--- config.mk ---
export PLATFORM = sky130hd
export DESIGN_NAME = exec_time_counter_flat
export DESIGN_NICKNAME = d
export VERILOG_FILES = /design/src/rtl/exec_cnt_pkg.sv /design/src/rtl/exec_time_counter_if.sv /design/src/rtl/exec_cfg_decode.sv /design/src/rtl/exec_time_counter.sv /design/src/flat_wrapper.sv
export SDC_FILE = /design/constraint.sdc
export NUM_CORES = 1
export LEC_CHECK = 0
export BUFFER_PORTS_ARGS = -buffer_cell sky130_fd_sc_hd__buf_2
export CAP_MARGIN = 20
export CORE_UTILIZATION = 29
export CTS_CLUSTER_SIZE = 28
export DETAILED_ROUTE_END_ITERATION = 8
export HOLD_SLACK_MARGIN = 0.02
export PLACE_DENSITY = 0.52
export SYNTH_ARGS = -nofsm -noshare
export SYNTH_HDL_FRONTEND = slang
export SYNTH_SLANG_ARGS = --single-unit
--- constraint.sdc ---
create_clock -name clk -period 4.12 [get_ports clk]
set_input_delay 0.206 -clock clk [delete_from_list [all_inputs] [get_ports clk]]
set_output_delay 0.206 -clock clk [all_outputs]
set_load 0.05 [all_outputs]
--- src/rtl/exec_cnt_pkg.sv ---
// Shared definitions for the local-bus config path: command codes, config
// addresses and the measurement FSM states.
package exec_cnt_pkg;

  localparam logic [7:0] CMD_READ         = 8'h00;
  localparam logic [7:0] CMD_WRITE        = 8'h01;
  localparam logic [7:0] CMD_CONFIG_READ  = 8'h02;
  localparam logic [7:0] CMD_CONFIG_WRITE = 8'h03;

  localparam logic [15:0] ADDR_CNT0 = 16'h0005;
  localparam logic [15:0] ADDR_CNT1 = 16'h0006;
  localparam logic [15:0] ADDR_CTRL = 16'h0007;

  typedef enum logic [1:0] {
    IDLE = 2'd0,
    RUN  = 2'd1,
    HOLD = 2'd2
  } state_t;

endpackage

--- src/rtl/exec_time_counter_if.sv ---
// Local-bus command path, core start/done pulses and measurement results of
// the execution-time counter.
interface exec_time_counter_if #(
  parameter int CNT_W = 32
);
  logic             config_enable;
  logic [7:0]       cmd;
  logic [15:0]      addr;
  logic [15:0]      data_write;
  logic             start;
  logic             done;
  logic [CNT_W-1:0] exec_time_cnt;
  logic             cnt_valid;
  logic             timeout;
  logic [15:0]      status_read;

  modport master (
    output config_enable, cmd, addr, data_write, start, done,
    input  exec_time_cnt, cnt_valid, timeout, status_read
  );

  modport slave (
    input  config_enable, cmd, addr, data_write, start, done,
    output exec_time_cnt, cnt_valid, timeout, status_read
  );
endinterface

--- src/rtl/exec_cfg_decode.sv ---
// Decodes local-bus config accesses to the control word into single-cycle
// clear, software-start and status-read strobes.
module exec_cfg_decode
  import exec_cnt_pkg::*;
#(
  parameter logic [15:0] ADDR_CTRL = 16'h0007
) (
  input  logic        config_enable,
  input  logic [7:0]  cmd,
  input  logic [15:0] addr,
  input  logic [1:0]  ctrl_bits,
  output logic        clear,
  output logic        sw_start,
  output logic        status_rd
);
  logic ctrl_hit;
  logic ctrl_write;

  assign ctrl_hit   = config_enable && (addr == ADDR_CTRL);
  assign ctrl_write = ctrl_hit && (cmd == CMD_CONFIG_WRITE);

  assign clear     = ctrl_write && ctrl_bits[0];
  assign sw_start  = ctrl_write && ctrl_bits[1];
  assign status_rd = ctrl_hit && (cmd == CMD_CONFIG_READ);
endmodule

--- src/rtl/exec_time_counter.sv ---
// Counts clk edges from a core start pulse to its done pulse and holds the
// result, with timeout abort and bus-controlled clear/start/status.
module exec_time_counter
  import exec_cnt_pkg::*;
#(
  parameter int               CNT_W          = 32,
  parameter logic [CNT_W-1:0] TIMEOUT_CYCLES = 32'h00FF_FFFF,
  parameter bit               AUTO_REARM     = 1'b0,
  parameter logic [15:0]      ADDR_CTRL      = 16'h0007
) (
  input logic               clk,
  input logic               rst,
  exec_time_counter_if.slave bus
);
  state_t           state;
  logic [CNT_W-1:0] run_cnt;
  logic [CNT_W-1:0] run_next;
  logic [CNT_W-1:0] result;
  logic             valid;
  logic             timed_out;
  logic [15:0]      status;
  logic             clear;
  logic             sw_start;
  logic             status_rd;
  logic             go;

  exec_cfg_decode #(.ADDR_CTRL(ADDR_CTRL)) u_decode (
    .config_enable (bus.config_enable),
    .cmd           (bus.cmd),
    .addr          (bus.addr),
    .ctrl_bits     (bus.data_write[1:0]),
    .clear         (clear),
    .sw_start      (sw_start),
    .status_rd     (status_rd)
  );

  assign go       = bus.start || sw_start;
  assign run_next = run_cnt + CNT_W'(1);

  // NOTE: state is updated with non-blocking assignments only, so every branch
  // below sees the values from before this edge regardless of statement order.
  always_ff @(posedge clk) begin
    if (rst) begin
      state     <= IDLE;
      run_cnt   <= '0;
      result    <= '0;
      valid     <= 1'b0;
      timed_out <= 1'b0;
      status    <= '0;
    end else begin
      if (status_rd) status <= {13'b0, timed_out, valid, state == RUN};

      if (clear) begin
        state     <= IDLE;
        run_cnt   <= '0;
        result    <= '0;
        valid     <= 1'b0;
        timed_out <= 1'b0;
      end else begin
        case (state)
          IDLE: if (go) begin
            run_cnt <= '0;
            state   <= RUN;
          end
          RUN: begin
            // Result counts edges from start to done, so done next cycle gives 1.
            if (bus.done) begin
              result    <= run_next;
              valid     <= 1'b1;
              timed_out <= 1'b0;
              state     <= HOLD;
            end else if (run_next == TIMEOUT_CYCLES) begin
              result    <= '1;
              valid     <= 1'b1;
              timed_out <= 1'b1;
              state     <= HOLD;
            end else begin
              run_cnt <= run_next;
            end
          end
          HOLD: if (AUTO_REARM && go) begin
            run_cnt <= '0;
            state   <= RUN;
          end
          default: state <= IDLE;
        endcase
      end
    end
  end

  assign bus.exec_time_cnt = result;
  assign bus.cnt_valid     = valid;
  assign bus.timeout       = timed_out;
  assign bus.status_read   = status;
endmodule

--- src/flat_wrapper.sv ---
// flat-port wrapper written by rule: the top's interface ports become plain ports
module exec_time_counter_flat import exec_cnt_pkg::*;
#(
  parameter int               CNT_W          = 32,
  parameter logic [CNT_W-1:0] TIMEOUT_CYCLES = 32'h00FF_FFFF,
  parameter bit               AUTO_REARM     = 1'b0,
  parameter logic [15:0]      ADDR_CTRL      = 16'h0007
)
  (clk, rst, bus_config_enable, bus_cmd, bus_addr, bus_data_write, bus_start, bus_done, bus_exec_time_cnt, bus_cnt_valid, bus_timeout, bus_status_read);
  exec_time_counter_if #(.CNT_W(CNT_W)) bus_i ();
  input logic clk;
  input logic rst;
  input wire logic [$bits(bus_i.config_enable)-1:0] bus_config_enable;
  input wire logic [$bits(bus_i.cmd)-1:0] bus_cmd;
  input wire logic [$bits(bus_i.addr)-1:0] bus_addr;
  input wire logic [$bits(bus_i.data_write)-1:0] bus_data_write;
  input wire logic [$bits(bus_i.start)-1:0] bus_start;
  input wire logic [$bits(bus_i.done)-1:0] bus_done;
  output wire logic [$bits(bus_i.exec_time_cnt)-1:0] bus_exec_time_cnt;
  output wire logic [$bits(bus_i.cnt_valid)-1:0] bus_cnt_valid;
  output wire logic [$bits(bus_i.timeout)-1:0] bus_timeout;
  output wire logic [$bits(bus_i.status_read)-1:0] bus_status_read;
  assign bus_i.config_enable = bus_config_enable;
  assign bus_i.cmd = bus_cmd;
  assign bus_i.addr = bus_addr;
  assign bus_i.data_write = bus_data_write;
  assign bus_i.start = bus_start;
  assign bus_i.done = bus_done;
  assign bus_exec_time_cnt = bus_i.exec_time_cnt;
  assign bus_cnt_valid = bus_i.cnt_valid;
  assign bus_timeout = bus_i.timeout;
  assign bus_status_read = bus_i.status_read;
  exec_time_counter #(.CNT_W(CNT_W), .TIMEOUT_CYCLES(TIMEOUT_CYCLES), .AUTO_REARM(AUTO_REARM), .ADDR_CTRL(ADDR_CTRL)) u_core (.clk(clk), .rst(rst), .bus(bus_i));
endmodule
==> results.md <==
* Status: complete, no violations
* Setup violators final at 0
* Residual DRC at 0
* Skew final at 0.00536 ns
* EDFF count, synth at 0
* Yosys warning count at 0
* Fin. Hold Viols at 0
* Worst-case reg-to-reg path depth at 9
* Hold Crit Class: primary input to register
* Setup Fix Bufs, Post-CTS at 0
* CTS root buffer: clkbuf_16
* Post-place setup slack at approximately 0.53 ns
* CP arrival at 3.80 ns
* Die Wd at between 100 and 150 um
* Starting Density at between 20% and 30%
* Fillers at between 1000 and 1500
* Most numerous cell in the Yosys netlist: dfxtp_1
* Max-cap violations at 0
* Critical Path Source Type: register
* Post-synthesis cell type count at 57
* Via density at around 5.4
* DR WL/cell at 16.6 um
* Cells after Synth at 491
* GP Congestion at between 0.8 and 0.9
* Iteration count of the initial detailed-routing pass at 5
* Hold Path Cell Cnt at 2
* Antenna violations before repair at 0
* Dpl hpwl at a little over 8000 um
* First-pass GRT wire length at 19400 um
* Final slew viol count at 0
* Async SR Flop Fraction at 0%
* Quantity of gates resized following cts at 0
* TritonCTS clock tree: built
* Starting DRT DRC Count at between 300 and 400
* Layout cells sized above 1 at 20.5%
* Ports at 95
* Final TNS setup at 0 ns
* Leak Pwr at roughly 1.7 nW
* CP Capture Type: register
* Unrepaired setup endpoints after global routing: false
* Skew-Pair Late Insertion Delay at around 0.34 ns
* Max VDD drop at between 0.15 and 0.2 mV
* Met1 usage at about a quarter
* Area Growth Syn to Fin at 18.8%
* Met3 Usage GRT at between 3 and 4%
* Clock Tree Buf Depth at 2
* Yosys top cell area share at 35.7%
* Fmax at about 280 MHz
* Main flop type after synthesis: dfxtp_1
* Gr ovfl total at 0
* Measured slew at the worst slew-check pin at just over 0.9 ns
* Sequential area share after synthesis at around 36%
* Seq cells post-synth at between 70 and 80
* CP required at around 4.3 ns
* Yosys top cell by area: dfxtp_1
* Die Y at roughly 120 um
* Nets@finish at 588
* Hold_buf cts at 0
* Site row count at between 40 and 50
* Final min period at 3.61 ns
* Final WL at roughly 12000 um
* CP Class: register to register
* TritonCTS Buffers at 9
* # diodes at 0
* R2R Setup Slk at 0.51 ns
* Post-route ant nets at 0
* Crit path max fanout at 11
* Total Routing Usage GR at ~18%
* GRT busiest layer: met2
* Mean Syn Cell Area at roughly 8 um2
* Port buffer count at 67
* Mapped Area at roughly 4000 um2
* Area contributors post-synth: dfxtp_1, nor3_1, a211oi_1
* Max_slew headroom at about two fifths
* Final worst slack at just over 0.5 ns
* CTS sink cnt at slightly above 70
* Vias in the first global route at approximately 3600
* CTS clk-pin slew, worst paths at around 0.060 ns
* Power Density at between 300 and 400 nW/um2
* Post-synth top cells: dfxtp_1, nor3_1, nand2_1, o21ai_0, nor2_1
* GR Util met2 at between 20 and 30%
* Die area at between 10000 and 15000 um2
* H-tree levels at 3
* Core Area at around 13000 um2
* Crit share post-route at between 80 and 90%
* Vias at 3864
* Largest net degree at the start of global routing at 59
-- cells in the final DEF (no fill, tap or decap), types with 2 or more instances in the layout --
| cell | netlist | final |
|---|---|---|
| ha_1 | 2 | 2 |
| nand4_1 | 12 | 12 |
| conb_1 | 1 | 13 |
| nor4b_1 | 2 | 2 |
| dfxtp_1 | 71 | 71 |
| o41ai_1 | 9 | 9 |
| xnor2_1 | 19 | 19 |
| nor4_4 | 2 | 3 |
| mux2i_1 | 3 | 3 |
| nand2_1 | 37 | 37 |
| o31ai_1 | 10 | 10 |
| and2_1 | 2 | 2 |
| nor2_1 | 27 | 27 |
| and4_1 | 4 | 4 |
| o211ai_1 | 10 | 10 |
| clkinv_2 | 0 | 3 |
| a31oi_1 | 9 | 8 |
| a211oi_1 | 23 | 23 |
| nand2b_1 | 2 | 2 |
| buf_12 | 0 | 2 |
| or2_2 | 2 | 2 |
| o22ai_1 | 2 | 2 |
| nor4_1 | 9 | 9 |
| nor3_1 | 42 | 42 |
| nand4b_1 | 3 | 3 |
| xor2_1 | 13 | 13 |
| nand3_1 | 26 | 26 |
| inv_1 | 8 | 8 |
| o21ai_1 | 2 | 2 |
| a21oi_1 | 21 | 21 |
| or4_1 | 6 | 6 |
| o21ai_0 | 30 | 30 |
| buf_4 | 17 | 15 |
| clkbuf_16 | 0 | 9 |
| and3_1 | 3 | 3 |
| buf_2 | 14 | 67 |
| o21a_1 | 3 | 3 |
-- worst paths after layout --
path	startpoint	end
min	rst	u_core.bus.status_read[1]
min reg2reg	u_core.bus.exec_time_cnt[27]	u_core.bus.exec_time_cnt[27]
max reg2reg	u_core.run_cnt[3]	u_core.run_cnt[26]
max	u_core.run_cnt[3]	u_core.run_cnt[26]
-- stage by stage --
| step | power, W | util [%] | instance area, um2 | hold slack, ns | std cells |
|---|---|---|---|---|---|
| after detailed placement | 0.00102 | 33.2 | 4420 | 0.453 | 705 |
| after CTS | 0.00180 | 35.4 | 4710 | 0.0899 | 721 |
| after global placement | 0.00101 | 33.2 | 4420 | 0.446 | 705 |
| after floorplan | 0.000951 | - | 4030 | 0.278 | 503 |
| after global routing | 0.00185 | 35.6 | 4730 | 0.114 | 722 |
| final | 0.00178 | 35.6 | 4730 | 0.105 | 722 |
-- report_power, final --
part / switching, W / total [W] / internal [W]
Sequential: 0.0000141 / 0.000725 / 0.000711
Clock: 0.000310 / 0.000777 / 0.000467
Combinational: 0.000211 / 0.000279 / 0.0000684
Total: 0.000535 / 0.00178 / 0.00125
-- kinds of logic (layout without fill, tap and decap cells) --
| family | Yosys count | count (layout) | share of synthesized area (%) |
|---|---|---|---|
| and+or+nand+nor | 191 | 191 | 26.5 |
| adders and majority gates | 2 | 2 | 0.629 |
| xor gates and xnor gates | 32 | 32 | 7.04 |
| DFF | 71 | 71 | 35.7 |
| muxes | 3 | 3 | 0.755 |
| other | 1 | 13 | 0.0942 |
| buffers and inverters | 65 | 108 | 8.58 |
| AOI/OAI and AO/OA | 126 | 126 | 20.7 |
-- metal layers --
metal / vias to the layer above / part of all wire, %
met5: - / 0
met4: 0 / 1.2
met3: 13 / 5.9
met2: 135 / 44
met1: 1818 / 49
li1: 1898 / -
-- cell type report --
| class | instances | area [um2] | share of cell area, % |
|---|---|---|---|
| multi-input cells | 367 | 2280 | 48.2 |
| flip-flops and latches | 71 | 1420 | 30.1 |
| repair buffers | 84 | 488 | 10.3 |
| clock buffers | 10 | 229 | 4.84 |
| well taps | 176 | 220 | 4.66 |
| clock inverters | 6 | 61.3 | 1.30 |
| inverters | 8 | 30.0 | 0.635 |
-- state kept, by name, summed over array words and instances (netlist names) --
signal and cells:
u_core.bus.timeout 1, u_core.bus.cnt_valid 1, u_core.bus.exec_time_cnt 32, u_core.run_cnt 32, u_core.state 2, u_core.bus.status_read 3
-- worst max-delay path, cell delays in order, from the launching register on --
cell     delay, ns
dfxtp_1       0.54
nand4_2       0.30
nor4_4        0.26
buf_4         0.21
nand3_1       0.20
xor2_1        0.25
or4b_1        0.55
or4_1         0.66
nand2_2       0.36
o41ai_1       0.12
No activity file was read; power rests on OpenSTA's default activity.
